## src/rtl/snn_pkg.sv

```systemverilog
// Shared definitions for the SNN output collector: packet field positions,
// the default-width packet layout and the per-bank state encoding.
package snn_pkg;

    localparam int unsigned DIR_LSB   = 0;
    localparam int unsigned DIR_W     = 2;
    localparam int unsigned XHOP_LSB  = 2;
    localparam int unsigned XHOP_W    = 2;
    localparam int unsigned YHOP_BIT  = 4;
    localparam int unsigned TS_BIT    = 5;
    localparam int unsigned SPIKE_BIT = 9;
    localparam int unsigned PE_LSB    = 10;
    localparam int unsigned PE_W      = 2;

    // Residue occupies the top OUTPUT_WIDTH bits of a 3*FILTER_WIDTH+9 packet.
    function automatic int unsigned residue_msb(input int unsigned filter_width);
        return 3 * filter_width + 8;
    endfunction

    typedef enum logic {
        FILL = 1'b0,
        FULL = 1'b1
    } bank_state_e;

    // Packet layout at the default widths (FILTER_WIDTH=8, OUTPUT_WIDTH=12).
    typedef struct packed {
        logic [11:0] residue;
        logic [8:0]  rsvd;
        logic [1:0]  pe;
        logic        spike;
        logic [2:0]  zero;
        logic        ts;
        logic        yhop;
        logic [1:0]  xhop;
        logic [1:0]  dir;
    } pkt_t;

endpackage

```

## src/rtl/snn_frame_bank.sv

```systemverilog
// One timestep's frame under reassembly: per-PE seen/spike/residue storage
// plus the FILL/FULL state that gates acceptance and hand-off.
module snn_frame_bank
    import snn_pkg::*;
#(
    parameter int unsigned NUM_PE       = 3,
    parameter int unsigned OUTPUT_WIDTH = 12
) (
    input  logic                           clk,
    input  logic                           rst_n,
    input  logic                           wr,
    input  logic [PE_W-1:0]                wr_pe,
    input  logic                           wr_spike,
    input  logic [OUTPUT_WIDTH-1:0]        wr_residue,
    input  logic                           clr,
    output logic                           full,
    output logic [NUM_PE-1:0]              seen,
    output logic [NUM_PE-1:0]              spikes,
    output logic [NUM_PE*OUTPUT_WIDTH-1:0] residue
);

    bank_state_e       state_q;
    bank_state_e       state_d;
    logic [NUM_PE-1:0] pe_onehot;

    always_ff @(posedge clk or negedge rst_n) begin
        if (!rst_n) begin
            state_q <= FILL;
        end else begin
            state_q <= state_d;
        end
    end

    always_comb begin
        state_d   = state_q;
        pe_onehot = '0;
        for (int i = 0; i < int'(NUM_PE); i++) begin
            if (wr_pe == PE_W'(i)) begin
                pe_onehot[i] = 1'b1;
            end
        end
        case (state_q)
            FILL: if (wr && (&(seen | pe_onehot))) state_d = FULL;
            FULL: if (clr) state_d = FILL;
            default: state_d = FILL;
        endcase
    end

    assign full = (state_q == FULL);

    always_ff @(posedge clk or negedge rst_n) begin
        if (!rst_n) begin
            seen    <= '0;
            spikes  <= '0;
            residue <= '0;
        end else if (clr) begin
            seen    <= '0;
            spikes  <= '0;
            residue <= '0;
        end else if (wr) begin
            for (int i = 0; i < int'(NUM_PE); i++) begin
                if (pe_onehot[i]) begin
                    seen[i]                               <= 1'b1;
                    spikes[i]                             <= wr_spike;
                    residue[i*OUTPUT_WIDTH +: OUTPUT_WIDTH] <= wr_residue;
                end
            end
        end
    end

endmodule

```

## src/rtl/snn_output_collector.sv

```systemverilog
// Mesh egress receiver: decodes result packets into two timestep banks and
// hands completed frames downstream strictly in timestep order.
module snn_output_collector
    import snn_pkg::*;
#(
    parameter int unsigned FILTER_WIDTH = 8,
    parameter int unsigned OUTPUT_WIDTH = 12,
    parameter int unsigned NUM_PE       = 3,
    parameter int unsigned PKT_WIDTH    = 3 * FILTER_WIDTH + 9
) (
    input  logic                           clk,
    input  logic                           rst_n,
    input  logic                           pkt_valid,
    output logic                           pkt_ready,
    input  logic [PKT_WIDTH-1:0]           pkt_data,
    output logic                           frm_valid,
    input  logic                           frm_ready,
    output logic                           frm_timestep,
    output logic [NUM_PE-1:0]              frm_spikes,
    output logic [NUM_PE*OUTPUT_WIDTH-1:0] frm_residue,
    output logic                           err_dup,
    output logic                           err_pe,
    output logic [15:0]                    frames_done
);

    localparam int unsigned RES_MSB = residue_msb(FILTER_WIDTH);

    logic                           pkt_ts;
    logic [PE_W-1:0]                pkt_pe;
    logic                           pkt_spike;
    logic [OUTPUT_WIDTH-1:0]        pkt_residue;
    logic                           accept_c;
    logic                           pe_bad_c;
    logic                           dup_c;
    logic                           handoff_c;
    logic                           expect_ts;
    logic                           unused_c;

    logic [1:0]                     bank_full;
    logic [1:0]                     bank_wr;
    logic [1:0]                     bank_clr;
    logic [NUM_PE-1:0]              bank_seen    [2];
    logic [NUM_PE-1:0]              bank_spikes  [2];
    logic [NUM_PE*OUTPUT_WIDTH-1:0] bank_residue [2];

    assign pkt_ts      = pkt_data[TS_BIT];
    assign pkt_pe      = pkt_data[PE_LSB +: PE_W];
    assign pkt_spike   = pkt_data[SPIKE_BIT];
    assign pkt_residue = pkt_data[RES_MSB -: OUTPUT_WIDTH];
    // Direction, hop and zero fields carry no meaning at the egress.
    assign unused_c    = ^pkt_data;

    // Ready follows the addressed bank, so a held frame never blocks the other timestep.
    assign pkt_ready = !bank_full[pkt_ts];
    assign accept_c  = pkt_valid && pkt_ready;
    assign pe_bad_c  = 32'(pkt_pe) >= NUM_PE;
    assign handoff_c = frm_valid && frm_ready;

    always_comb begin
        dup_c    = 1'b0;
        bank_wr  = '0;
        bank_clr = '0;
        for (int i = 0; i < int'(NUM_PE); i++) begin
            if (pkt_pe == PE_W'(i) && bank_seen[pkt_ts][i]) begin
                dup_c = 1'b1;
            end
        end
        if (accept_c && !pe_bad_c && !dup_c) begin
            bank_wr[pkt_ts] = 1'b1;
        end
        if (handoff_c) begin
            bank_clr[expect_ts] = 1'b1;
        end
    end

    for (genvar b = 0; b < 2; b++) begin : g_bank
        snn_frame_bank #(
            .NUM_PE       (NUM_PE),
            .OUTPUT_WIDTH (OUTPUT_WIDTH)
        ) u_bank (
            .clk        (clk),
            .rst_n      (rst_n),
            .wr         (bank_wr[b]),
            .wr_pe      (pkt_pe),
            .wr_spike   (pkt_spike),
            .wr_residue (pkt_residue),
            .clr        (bank_clr[b]),
            .full       (bank_full[b]),
            .seen       (bank_seen[b]),
            .spikes     (bank_spikes[b]),
            .residue    (bank_residue[b])
        );
    end

    // Frame port is a register-driven mux of the bank whose turn it is.
    assign frm_valid    = bank_full[expect_ts];
    assign frm_timestep = expect_ts;
    assign frm_spikes   = bank_spikes[expect_ts];
    assign frm_residue  = bank_residue[expect_ts];

    always_ff @(posedge clk or negedge rst_n) begin
        if (!rst_n) begin
            expect_ts   <= 1'b0;
            err_dup     <= 1'b0;
            err_pe      <= 1'b0;
            frames_done <= '0;
        end else begin
            err_dup <= accept_c && !pe_bad_c && dup_c;
            err_pe  <= accept_c && pe_bad_c;
            if (handoff_c) begin
                expect_ts   <= !expect_ts;
                frames_done <= frames_done + 16'd1;
            end
        end
    end

endmodule
```

## config.mk

```make
export PLATFORM = sky130hd
export DESIGN_NAME = snn_output_collector
export DESIGN_NICKNAME = d
export VERILOG_FILES = /design/src/rtl/snn_pkg.sv /design/src/rtl/snn_frame_bank.sv /design/src/rtl/snn_output_collector.sv
export SDC_FILE = /design/constraint.sdc
export NUM_CORES = 1
export LEC_CHECK = 0
export CELL_PAD_IN_SITES_DETAIL_PLACEMENT = 1
export CELL_PAD_IN_SITES_GLOBAL_PLACEMENT = 1
export CORE_MARGIN = 3
export CORE_UTILIZATION = 39
export DETAILED_ROUTE_END_ITERATION = 8
export GPL_ROUTABILITY_DRIVEN = 0
export PLACE_DENSITY = 0.87
export SLEW_MARGIN = 20
export SYNTH_ARGS = -nofsm -noshare
export SYNTH_HDL_FRONTEND = slang
export SYNTH_SLANG_ARGS = --single-unit
```

## constraint.sdc

```tcl
create_clock -name clk -period 2.1 [get_ports clk]
set_clock_uncertainty 0.1 [all_clocks]
set_input_delay 0.42 -clock clk [delete_from_list [all_inputs] [get_ports clk]]
set_output_delay 0.42 -clock clk [all_outputs]
set_load 0.005 [all_outputs]
```

# ---- Word level (Yosys, flattened, before mapping)
# Cells that the tools add are included.
dict set report totals {
  regBits 105
  out_inout_bits 60
  word_cells 126
}
dict set report classes {
  n_addsub 1
  magnitude_cmp 7
  eq_ne 2
  n_mux 52
  bitwise_logic 6
  reduce_logical 34
}
# cell count
set ops {}
lappend ops {{36-bit 2-to-1 mux} 7}
lappend ops {{3-bit 2-to-1 mux} 14}
lappend ops {{12-bit 2-to-1 mux} 3}
lappend ops {{1-bit 2-to-1 mux} 22}
lappend ops {{16-bit by 1-bit adder with 16-bit output, second input constant} 1}
lappend ops {{2-bit nonzero test} 8}
lappend ops {{1-bit logical AND} 13}
lappend ops {{2-bit AND reduction} 6}
lappend ops {{2-bit greater-or-equal comparator, second input constant} 3}
lappend ops {{3-bit bitwise OR} 2}
lappend ops {{3-bit AND reduction} 2}
lappend ops {{1-bit logical NOT} 4}
lappend ops {{1-bit by 2-bit < comparator with 1-bit output, second input constant} 2}
lappend ops {{2-bit 2-to-1 mux} 2}
lappend ops {{1-bit NOT with 2-bit output} 2}
lappend ops {{1-bit one-hot mux with 2 select lines} 2}
lappend ops {{1-bit demux with 1-bit select} 2}
lappend ops {{2-bit by 1-bit equality test with 1-bit output, second input constant} 1}
lappend ops {{2-bit equality test, second input constant} 1}
lappend ops {{1-bit greater-or-equal comparator, second input constant} 2}
lappend ops {{2-bit logical NOT} 1}
lappend ops {{1-bit NOT} 2}

# ---- Logic depth before layout (Yosys ltp)
# Gate-level depths: netlist (run 1).
dict set report logic_depth {
  depth_word 14
  ltp_mapped 7
}

# ---- Hierarchy
# A second synthesis (run 1) with hierarchy kept.
dict set report hier_totals {
  hier_cells 506
  area_unflattened_um2 5069.9
}
# mod instances cells_per_inst area_per_inst_um2 seq_area_each_um2
set by_module_without_submodules {}
lappend by_module_without_submodules {snn_frame_bank 2 191 1838.0 1076.0}
lappend by_module_without_submodules {snn_output_collector 1 124 1393.8 475.5}

# ---- Worst setup path before layout (run 1)
# Ideal clock, no wire load.
dict set report synth_timing {
  path_type {input-to-reg}
  startpoint {in pkt_data[11]}
  endpoint {reg g_bank[1].u_bank.residue[0]}
  setup_time_ns 0.136
  arrival_ns 1.591
  setup_slack_ns 0.272
  cell_stages 6
  n_path_buf 2
  cell_sequence {buf_6 -> or3b_4 -> or3_4 -> buf_6 -> nand2_1 -> a21oi_1}
}
dict set report synth_between {
  elab_chain_cells 10
  elab_cells_between_ends 19
}
# item line
set synth_rtl {}
lappend synth_rtl {{start: declaration} snn_output_collector.sv:15} ;# input logic [PKT_WIDTH-1:0] pkt_data,
lappend synth_rtl {{2-bit logical NOT} {snn_frame_bank.sv:38, snn_output_collector.sv:64}}
lappend synth_rtl {{1-bit logical AND} snn_output_collector.sv:64} ;# if (pkt_pe == PE_W'(i) && bank_seen[pkt_ts][i]) begin
lappend synth_rtl {{1-bit 2-to-1 mux (3 in a row)} snn_output_collector.sv:64}
lappend synth_rtl {{1-bit logical NOT} snn_output_collector.sv:68} ;# if (accept_c && !pe_bad_c && !dup_c) begin
lappend synth_rtl {{1-bit logical AND} snn_output_collector.sv:68}
lappend synth_rtl {{2-bit 2-to-1 mux} snn_output_collector.sv:68}
lappend synth_rtl {{2-bit nonzero test (no source line)} --}
lappend synth_rtl {{2-bit AND reduction (no source line) (*)} --}
lappend synth_rtl {{end signal: indexed assignment} snn_frame_bank.sv:65} ;# residue[i*OUTPUT_WIDTH +: OUTPUT_WIDTH] <= wr_residue;
lappend synth_rtl {{end: declaration} snn_frame_bank.sv:19} ;# output logic [NUM_PE*OUTPUT_WIDTH-1:0] residue
# Mark *: on every way between the ends. The rest lies on a longest branch, timed or not.
# A chain may end at the register's enable or synchronous reset.

# ---- Worst setup path in the final report (run 1)
dict set report layout_timing {
  startpoint {reg expect_ts, in the netlist frm_timestep}
  endpoint {out frm_residue[35]}
}
dict set report layout_between {
  elab_chain_cells 4
}
# item line
set layout_rtl {}
lappend layout_rtl {{start: declaration} snn_output_collector.sv:36} ;# logic expect_ts;
lappend layout_rtl {{start signal: assignment} snn_output_collector.sv:111} ;# expect_ts <= !expect_ts;
lappend layout_rtl {{1-bit NOT with 2-bit output (not written as such)} snn_output_collector.sv:99} ;# assign frm_residue = bank_residue[expect_ts];
lappend layout_rtl {{36-bit 2-to-1 mux (not written as such) (3 in a row)} snn_output_collector.sv:99}
lappend layout_rtl {{end: declaration} snn_output_collector.sv:20} ;# output logic [NUM_PE*OUTPUT_WIDTH-1:0] frm_residue,
# Every way passes these cells. The select of a mux whose other input is x is not followed.

==> key figures, run 1 <==
Setup path
  – Buf+Inv Stages, Crit Path: 4
  – CP dominant cell by count: buf_6
  – Slowest cell on crit path: dfrtp_2
  – Crit Path Class: flop to output pin
  – Startpoint types: flop
  – Delay-heaviest family, CP: buffers and inverters
  – Crit path DAT: 1.64 ns
  – WP data required: 1.58 ns
  – Maximum fanout along the worst path: 5
  – Critical path endpoint category: output pin
  – Cell Chain, Critical Path: buf_6 > buf_8 > buf_16 > mux2_4 > buf_6
  – Crit path largest cell delay: 0.44 ns

Logic synthesis
  – Top post-synthesis cells by area: dfrtp_1, nand2_1, mux2_2
  – Synthesized cell area: 4950 um^2
  – Synth async-reset ratio: 100%
  – Yosys cell types: 34
  – Syn_nets: 560
  – Top cell type's share of synthesized area: 53.1%
  – #FFs+latches synth: 105
  – YS warnings: 0
  – Part of the Yosys area used for sequential elements: 53.1%
  – Yosys top cell by area: dfrtp_1
  – Average size of a mapped cell: 9.49 um^2
  – Cell count after synthesis: 522
  – EDFF count, synth: 0
  – Synth Flop Type: dfrtp_1

Final layout
  – Layout net count: 667
  – Most frequent cells in the layout: nand2_1, dfrtp_1, a21oi_1
  – Design Area, Final: 6700 um^2
  – Layout Utilization: 54.9%
  – Most common cell after layout, fill and taps aside: nand2_1
  – Layout cells sized above 1: 25.6%
  – Non-filler instance count after layout: 802
  – Area grow syn2layout: 35.3%
  – ANT cells: 0

CTS
  – Clk sinks: 105
  – Worst-Skew Late Latency: 0.36 ns
  – CTS Buf Count: 9
  – H-tree levels: 3
  – Clock buffer depth: 2
  – Root Buffer: clkbuf_16
  – Clk pin slew, worst setup/hold paths: 0.08 ns
  – CTS tree: done

Power and ir drop
  – Clock power frac: 21.7%
  – Maximum vdd ir drop: 570 uV
  – Int Pwr: 6140 uW
  – Psw: 3260 uW
  – Pwr per Cell Area: 1400 nW/um^2
  – Sequential power share: 36.9%
  – Gate power share: 41.4%
  – Sw Ratio: 34.7%
  – Leakage: 0.00308 uW

Timing
  – RSZ-0062 raised after global routing: true
  – Final setup margin: -0.0583 ns
  – Crit path time final: 2.16 ns
  – Final Hold Viols: 0
  – Crit share post-route: 103%
  – WHS: 0.388 ns
  – Worst slew pin tran: 0.429 ns
  – Slew Viols, Final: 0
  – Endpoints failing setup: 17
  – Fmax: 463 MHz
  – Max_slew headroom: 71.4%

Drt
  – Initial DRC Count: 355
  – Pre-Repair DR Iteration Count: 4
  – DR WL/cell: 22.9 um
  – Routed WL: 18400 um
  – Mean number of vias per cell: 5.57
  – Post-route ant nets: 0
  – DRC: 0
  – Via count: 4464

Placement
  – Detailed Place HPWL: 9980 um
  – Pre-CTS WS: -0.247 ns
  – Port Buf Inserts: 79
  – DP Area: 6140 um^2
  – DP Cell Count: 770

Floorplanning
  – Cell row count: 40
  – Chip width: 119 um
  – Die height: 119 um
  – Io pins: 97
  – Core ar.: 12200 um^2
  – Initial Util: 40.6%
  – Die area: 14100 um^2

Global route
  – First-pass GRT wire length: 28800 um
  – Initial antenna violation count: 0
  – Gr ovfl total: 0
  – Largest net degree at the start of global routing: 44
  – Total GRT Usage: 26.3%
  – Vias in the first global route: 5009

Run status
  – Status: finished with violations
  – Failing checks: setup timing

Worst hold path
  – Hold Crit Class: flop to flop

Run
  – Max-cap violations: 0
## cell families after synthesis
kind of cell | synth area share [%]
AOI/OAI and AO/OA | 9.32
muxes | 10.8
buffers and inverters | 3.64
and+or+nand+nor | 20.2
xor gates and xnor gates | 2.65
adders and majority gates | 0.253
DFF | 53.1
## synth_stat cells (all sizes together), types with 2 or more instances
| library cell | instances |
|---|---|
| nand2 | 165 |
| o21ai | 4 |
| buf | 13 |
| a21oi | 81 |
| and3 | 7 |
| xor2 | 3 |
| nor3 | 9 |
| nand3 | 7 |
| nand2b | 4 |
| o31ai | 2 |
| mux2i | 3 |
| nor2 | 20 |
| nand4 | 5 |
| nand3b | 2 |
| dfrtp | 105 |
| or3 | 6 |
| xnor2 | 12 |
| mux2 | 43 |
| clkbuf | 19 |
| inv | 3 |
## layer usage
metal  share of wire (%)  global-route usage [%]  wire [um]
met3                 4.3                    4.31        788
met2                  51                    45.8       9280
met1                  41                    32.0       7540
met5                   0                       0          0
met4                 4.2                    11.7        768
## stage by stage
step	total power (uW)	setup TNS, ns
after global placement	6460	-3.83
after floorplan	4860	0
final	9400	-0.388
after global routing	9860	-0.876
after detailed placement	6680	-6.81
after CTS	9240	-1.66
## cell type report
cell class	instances	area, um^2
fillers	1376	5510
flip-flops and latches	105	2630
multi-input cells	382	2230
repair buffers	128	1270
clock buffers	9	225
well taps	168	210
clock inverters	7	121
inverters	3	11.3
## worst paths after layout
kind / from / endpoint / slack [ns] / depth (start not counted)
max reg2reg: frm_timestep / frames_done[9] / 0.12 / 7
min reg2reg: frames_done[15] / frames_done[15] / 0.39 / 1
min: frames_done[15] / frames_done[15] / 0.39 / 1
min in group asynchronous: rst_n / frames_done[6] / 0.45 / 2
max: frm_timestep / frm_residue[35] / -0.06 / 5
max in group asynchronous: rst_n / g_bank[0].u_bank.residue[32] / 0.86 / 3
## flip-flops by register name, summed over array words and instances (netlist names)
name / cells
frames_done: 16
g_bank.u_bank.spikes: 6
err_pe: 1
g_bank.u_bank.residue: 72
g_bank.u_bank.full: 2
err_dup: 1
frm_timestep: 1
g_bank.u_bank.seen: 6
## power groups by stage
stage / Clock [uW] / Combinational, uW / Sequential, uW
floorplan: 0 / 1680 / 3170
global placement: 0 / 3190 / 3270
detailed placement: 0 / 3310 / 3370
CTS: 2020 / 3820 / 3400
global route: 2130 / 4170 / 3550
finish: 2040 / 3900 / 3470
## repair_timing
action | 4_1_cts | 5_1_grt
gates cloned | 3 | 0
hold buffers | 1 | 0
pin swaps | 0 | 0
hold endpoints to repair | 27 | 0
gates resized for setup | 183 | 30
setup buffers | 12 | 3
endpoints found under the setup margin | 41 | 37
Power figures use the tool's default switching activity.
==> run 2, diff against run 1 <==
CORE_UTILIZATION = 42   (was 39)
GPL_ROUTABILITY_DRIVEN = not set   (was 0)
PLACE_DENSITY = 0.92   (was 0.87)
clock period = 2.5 ns   (was 2.1 ns; I/O delays follow)
==> run 2 against run 1 <==
  * The run now ends clean
  * Non-clock buffer count shrank 21
  * Register-to-register slack gained 0.44 ns
  * Final area shrank 4.4%
  * Sequential power shrank 18%
  * Sequential cell count is the same
  * Count of clock-buffer cells in the layout grew 2
  * Routed wire length shrank 5.4%
  * Cell count shrank 5.7%
  * Combinational power shrank 21%
  * Critical endpoint is now frm_residue[20]
==> key figures, run 2 (same netlist as run 1, synthesis figures left out) <==
Run status
  – Status: finished, final reports clean

Power and ir drop
  – Total power: 7410 uW (-21%)
  – Pwr per Cell Area: 1160 nW/um^2 (-18%)
  – Maximum vdd ir drop: 502 uV (-12%)
  – Leakage: 0.00280 uW (-9.2%)

Drt
  – Routed length on met3: 962 um (+22%)
  – WL met2: 8710 um (-6.2%)
  – Via count: 4440 (-0.54%)
  – Routed WL: 17400 um (-5.4%)
  – Pre-Repair DR Iteration Count: 5 (+1)
  – Post-route ant nets: 0 (unchanged)
  – Initial DRC Count: 333 (-6.2%)
  – DR WL/cell: 23.0 um (+0.40%)
  – Top Metal Used: met4
  – Mean number of vias per cell: 5.87 (+5.5%)
  – DRC: 0 (unchanged)
  – DRT met1 WL: 6990 um (-7.2%)

Timing
  – Endpoints failing setup: 0 (-17)
  – Worst slew pin tran: 0.684 ns (+0.255 ns)
  – Max_slew headroom: 54.4% (-17 points)
  – Fmax: 407 MHz
  – Crit path time final: 2.46 ns
  – Final Hold Viols: 0 (unchanged)
  – Crit share post-route: 98.4%
  – Slew Viols, Final: 0 (unchanged)
  – RSZ-0062 raised after global routing: false
  – Setup TNS: 0 ns (+0.388 ns)

Setup path
  – Maximum fanout along the worst path: 9 (+4)
  – Crit path largest cell delay: 0.47 ns (+0.03 ns)
  – Startpoint types: flop
  – Crit path DAT: 1.86 ns (+0.22 ns)
  – Cell Chain, Critical Path: buf_12 > clkbuf_16 > mux2_2 > clkdlybuf4s50_1
  – Crit Path Class: flop to output pin
  – Critical path endpoint category: output pin
  – Slowest cell on crit path: clkdlybuf4s50_1
  – WP data required: 1.90 ns (+0.32 ns)

CTS
  – Clock buffer depth: 2 (unchanged)
  – Root Buffer: clkbuf_16
  – Clk pin slew, worst setup/hold paths: 0.07 ns (about the same)
  – Worst-Skew Late Latency: 0.35 ns (about the same)
  – H-tree levels: 3 (unchanged)
  – Hold_buf cts: 0 (-1)
  – CTS Buf Count: 9 (unchanged)
  – Clk sinks: 105 (unchanged)
  – CTS tree: done

Placement
  – Placer Congestion: 0.895
  – Port Buf Inserts: 79 (unchanged)
  – DP Area: 5990 um^2 (-2.5%)
  – Detailed Place HPWL: 10000 um (+0.61%)

Final layout
  – Layout cells sized above 1: 15.7% (-9.9 points)
  – Max reg flops: 72 (unchanged)
  – Register name with the most flops: g_bank.u_bank.residue
  – Area grow syn2layout: 29.4%
  – Most common cell after layout, fill and taps aside: nand2_1
  – Design Area, Final: 6410 um^2 (-4.4%)
  – Layout net count: 646 (-3.1%)
  – Largest registers: g_bank.u_bank.residue x72, frames_done x16
  – ANT cells: 0 (unchanged)
  – Most frequent cells in the layout: nand2_1, dfrtp_1, a21oi_1

Floorplanning
  – Core ar.: 11500 um^2 (-6.1%)
  – Chip width: 115 um (-3.5%)
  – Io pins: 97 (unchanged)
  – Cell row count: 39 (-2.5%)
  – Die area: 13100 um^2 (-6.8%)
  – Die height: 115 um (-3.5%)
  – Initial Util: 43.2% (+2.6 points)

Global route
  – First-pass GRT wire length: 26000 um (-10%)
  – Initial antenna violation count: 0 (unchanged)
  – Total GRT Usage: 25.2% (-1.1 points)
  – Largest net degree at the start of global routing: 50 (+14%)
  – Vias in the first global route: 4791 (-4.4%)
  – Gr ovfl total: 0 (unchanged)

Worst hold path
  – Hold Crit Class: input pin to async pin

Run
  – Max-cap violations: 0 (unchanged)
-- run 2: cell types whose count changed in the layout (fill, tap and decap cells not counted), moves of 6 or more --
cell,delta
clkdlybuf4s50_1,+41
buf_6,-22
mux2_2,+20
mux2_4,-20
buf_2,-19
buf_4,-8
clkbuf_2,-6
-- run 2: path summary, 6_finish.rpt --
| kind | from | endpoint | slack (ns) | cells after the start |
|---|---|---|---|---|
| max in group asynchronous | rst_n | g_bank[1].u_bank.residue[20] | 1.47 | 2 |
| hold reg to reg | frames_done[15] | frames_done[15] | 0.38 | 1 |
| setup / recovery | frm_timestep | frm_residue[20] | 0.04 | 4 |
| hold / removal | rst_n | frames_done[6] | 0.07 | 1 |
| setup reg to reg | frm_timestep | frames_done[12] | 0.56 | 6 |
| min in group clk | frames_done[15] | frames_done[15] | 0.38 | 1 |
-- run 2: final cells by class --
class / instances / area (um^2)
Sequential cell: 105 / 2630
Tap cell: 143 / 179
Fill cell: 1260 / 5060
Inverter: 3 / 11.3
Multi-Input combinational cell: 382 / 2140
Clock inverter: 5 / 55.1
Clock buffer: 11 / 243
Timing Repair Buffer: 107 / 1140
-- run 2: metrics by stage --
step           hold slack, ns  setup WS, ns  utilization, %  std cells
2_1_floorplan           0.104         0.592               -        522
3_3_place_gp            0.364         0.107            52.3        734
3_5_place_dp            0.375        0.0449            52.3        734
4_1_cts                0.0949        0.0177            55.2        753
5_1_grt                 0.109       0.00202            55.9        756
6_report               0.0687        0.0404            55.9        756
-- run 2: per-layer routing --
metal | vias to the layer above | track usage [%]
met5 | - | 0
li1 | 1913 | -
met1 | 2262 | 32.0
met2 | 204 | 42.8
met3 | 61 | 3.33
met4 | 0 | 11.6
-- run 2: critical path, delay by kind of cell, from the launching register on --
| family | cells | cell delay, ns |
|---|---|---|
| mux | 1 | 0.34 |
| buf+inv | 3 | 0.78 |
| flops | 1 | 0.38 |
-- run 2: repair_timing --
action | CTS | global route
pin swaps | 0 | 0
setup buffers | 2 | 1
setup endpoints to repair | 37 | 6
resized for setup | 1 | 1
gates cloned | 1 | 2
-- run 2: report_power, final --
group,total (uW),internal (uW),switching [uW]
clock network,1470,802,664
logic,3090,1750,1340
registers,2860,2350,508
total,7410,4900,2520
==> run 3, diff against run 2 <==
HOLD_SLACK_MARGIN = 0.15   (was not set)
==> run 3 against run 2 <==
  * Utilization grew 0.087 points
  * Sequential power hardly changed
  * First-iteration DRC count is 2.7% lower
  * Count of clock-buffer cells in the layout unchanged
  * Total power about the same
  * Die area is the same
  * Global-route usage barely moved
  * Register-to-register slack is essentially flat
  * Final area grew 0.16%
  * Cell count grew 0.13%
  * Sequential cell count did not move
  * Maximum frequency is essentially flat
  * Largest cell class unchanged
==> key figures, run 3 (same netlist as run 1, synthesis figures left out) <==
Run status
  – Status: finished, final reports clean

Final layout
  – Non-filler instance count after layout: 757 (+0.13%)
  – Area grow syn2layout: 29.6%
  – Most frequent cells in the layout: nand2_1, dfrtp_1, a21oi_1
  – FILL cells: 1259 (-0.079%)
  – Layout net count: 647 (+0.15%)
  – Largest registers: g_bank.u_bank.residue x72, frames_done x16
  – Register name with the most flops: g_bank.u_bank.residue
  – Most common cell after layout, fill and taps aside: nand2_1
  – Layout cells sized above 1: 15.6% (-0.026 points)
  – Max reg flops: 72 (unchanged)
  – ANT cells: 0 (unchanged)

Power and ir drop
  – Pwr per Cell Area: 1160 nW/um^2 (-0.13%)
  – Maximum vdd ir drop: 502 uV (about the same)
  – Leakage: 0.00280 uW (+0.15%)

Drt
  – Initial DRC Count: 324 (-2.7%)
  – DR WL/cell: 23.0 um (about the same)
  – DRC: 0 (unchanged)
  – Pre-Repair DR Iteration Count: 5 (unchanged)
  – Via count: 4414 (-0.59%)
  – Post-route ant nets: 0 (unchanged)
  – Mean number of vias per cell: 5.83 (-0.72%)
  – Routed WL: 17400 um (+0.12%)

Setup path
  – WP data required: 1.90 ns (about the same)
  – Crit path largest cell delay: 0.47 ns (about the same)
  – Crit Path Class: flop to output pin
  – Crit path DAT: 1.86 ns (about the same)
  – Slowest cell on crit path: clkdlybuf4s50_1
  – Cell Chain, Critical Path: buf_12 > clkbuf_16 > mux2_2 > clkdlybuf4s50_1
  – Critical path endpoint category: output pin
  – Startpoint types: flop
  – Maximum fanout along the worst path: 9 (unchanged)

Floorplanning
  – Cell row count: 39 (unchanged)
  – Die area: 13100 um^2 (unchanged)
  – Io pins: 97 (unchanged)
  – Core ar.: 11500 um^2 (unchanged)
  – Initial Util: 43.2% (unchanged)
  – Chip width: 115 um (unchanged)
  – Die height: 115 um (unchanged)

Run
  – Max-cap violations: 0 (unchanged)

CTS
  – Clk sinks: 105 (unchanged)
  – Clk pin slew, worst setup/hold paths: 0.07 ns (about the same)
  – CTS Buf Count: 9 (unchanged)
  – Root Buffer: clkbuf_16
  – Clock buffer depth: 2 (unchanged)
  – CTS tree: done
  – H-tree levels: 3 (unchanged)
  – Worst-Skew Late Latency: 0.35 ns (about the same)

Global route
  – Vias in the first global route: 4799 (+0.17%)
  – First-pass GRT wire length: 26000 um (+0.11%)
  – Total GRT Usage: 25.3% (about the same)
  – Largest net degree at the start of global routing: 50 (unchanged)
  – Gr ovfl total: 0 (unchanged)
  – Initial antenna violation count: 0 (unchanged)

Placement
  – Pre-CTS WS: 0.0449 ns (unchanged)
  – DP Cell Count: 734 (unchanged)
  – Port Buf Inserts: 79 (unchanged)
  – Detailed Place HPWL: 10000 um (unchanged)
  – Placer Congestion: 0.895 (unchanged)

Timing
  – Setup TNS: 0 ns (unchanged)
  – Final setup margin: 0.0422 ns (+0.00183 ns)
  – Endpoints failing setup: 0 (unchanged)
  – Slew Viols, Final: 0 (unchanged)
  – Crit share post-route: 98.3% (about the same)
  – RSZ-0062 raised after global routing: false
  – Worst slew pin tran: 0.695 ns (+0.0117 ns)
  – Final Hold Viols: 0 (unchanged)
  – Fmax: 407 MHz (about the same)
  – Max_slew headroom: 53.6% (-0.78 points)
  – WHS: 0.377 ns (+0.308 ns)
  – Crit path time final: 2.46 ns (-0.00183 ns)

Worst hold path
  – Hold Crit Class: flop to flop
[run 3: cell types whose count changed in the layout (fill, tap and decap cells not counted)]
cell,before,now
dlygate4sd3_1,0,1
[run 3: final cells by class]
type	count	area, um^2	area share, %
Timing Repair Buffer	108	1150	18.0
Clock buffer	11	243	3.78
Inverter	3	11.3	0.176
Multi-Input combinational cell	382	2140	33.4
Clock inverter	5	55.1	0.858
Sequential cell	105	2630	41.0
Tap cell	143	179	2.79
[run 3: routing by layer]
layer	GRT usage (%)	routed length (um)	part of all wire, %	vias up
li1	-	-	-	1915
met1	32.0	6860	39	2245
met2	42.9	8840	51	198
met3	3.28	1030	5.9	56
met4	11.6	679	3.9	0
met5	0	0	0	-
[run 3: repair_timing]
item,CTS,global route
setup endpoints to repair,37,6
gates cloned,1,2
pin swaps,0,0
resized for setup,1,1
buffers inserted,2,1
hold endpoints to repair,46,0
hold buffers,1,0
[run 3: final timing paths]
path / from / end / slack, ns / cells past startpoint
worst max register to register: frm_timestep / frames_done[12] / 0.56 / 6
max in group asynchronous: rst_n / g_bank[1].u_bank.residue[20] / 0.90 / 3
worst min-delay path: frames_done[15] / frames_done[15] / 0.38 / 1
worst max-delay path: frm_timestep / frm_residue[20] / 0.04 / 4
min in group asynchronous: rst_n / frames_done[6] / 0.63 / 2
worst min register to register: frames_done[15] / frames_done[15] / 0.38 / 1
[run 3: through the flow]
step	utilization, %	cell area [um^2]	power (uW)
global placement	52.3	5990	5350
CTS	55.3	6340	7190
finish	56.0	6420	7420
global route	56.0	6420	7800
detailed placement	52.3	5990	5570
floorplan	-	4950	4080
[run 3: critical path: cells and delay by family, from the launching register on]
kind,cells,cell delay [ns]
buf+inv,3,0.78
flops,1,0.38
mux,1,0.34
[run 3: where the power goes]
| group | internal, uW | switching (uW) | total [uW] |
|---|---|---|---|
| sequential | 2350 | 510 | 2860 |
| combinational | 1750 | 1340 | 3090 |
| clock | 802 | 662 | 1460 |
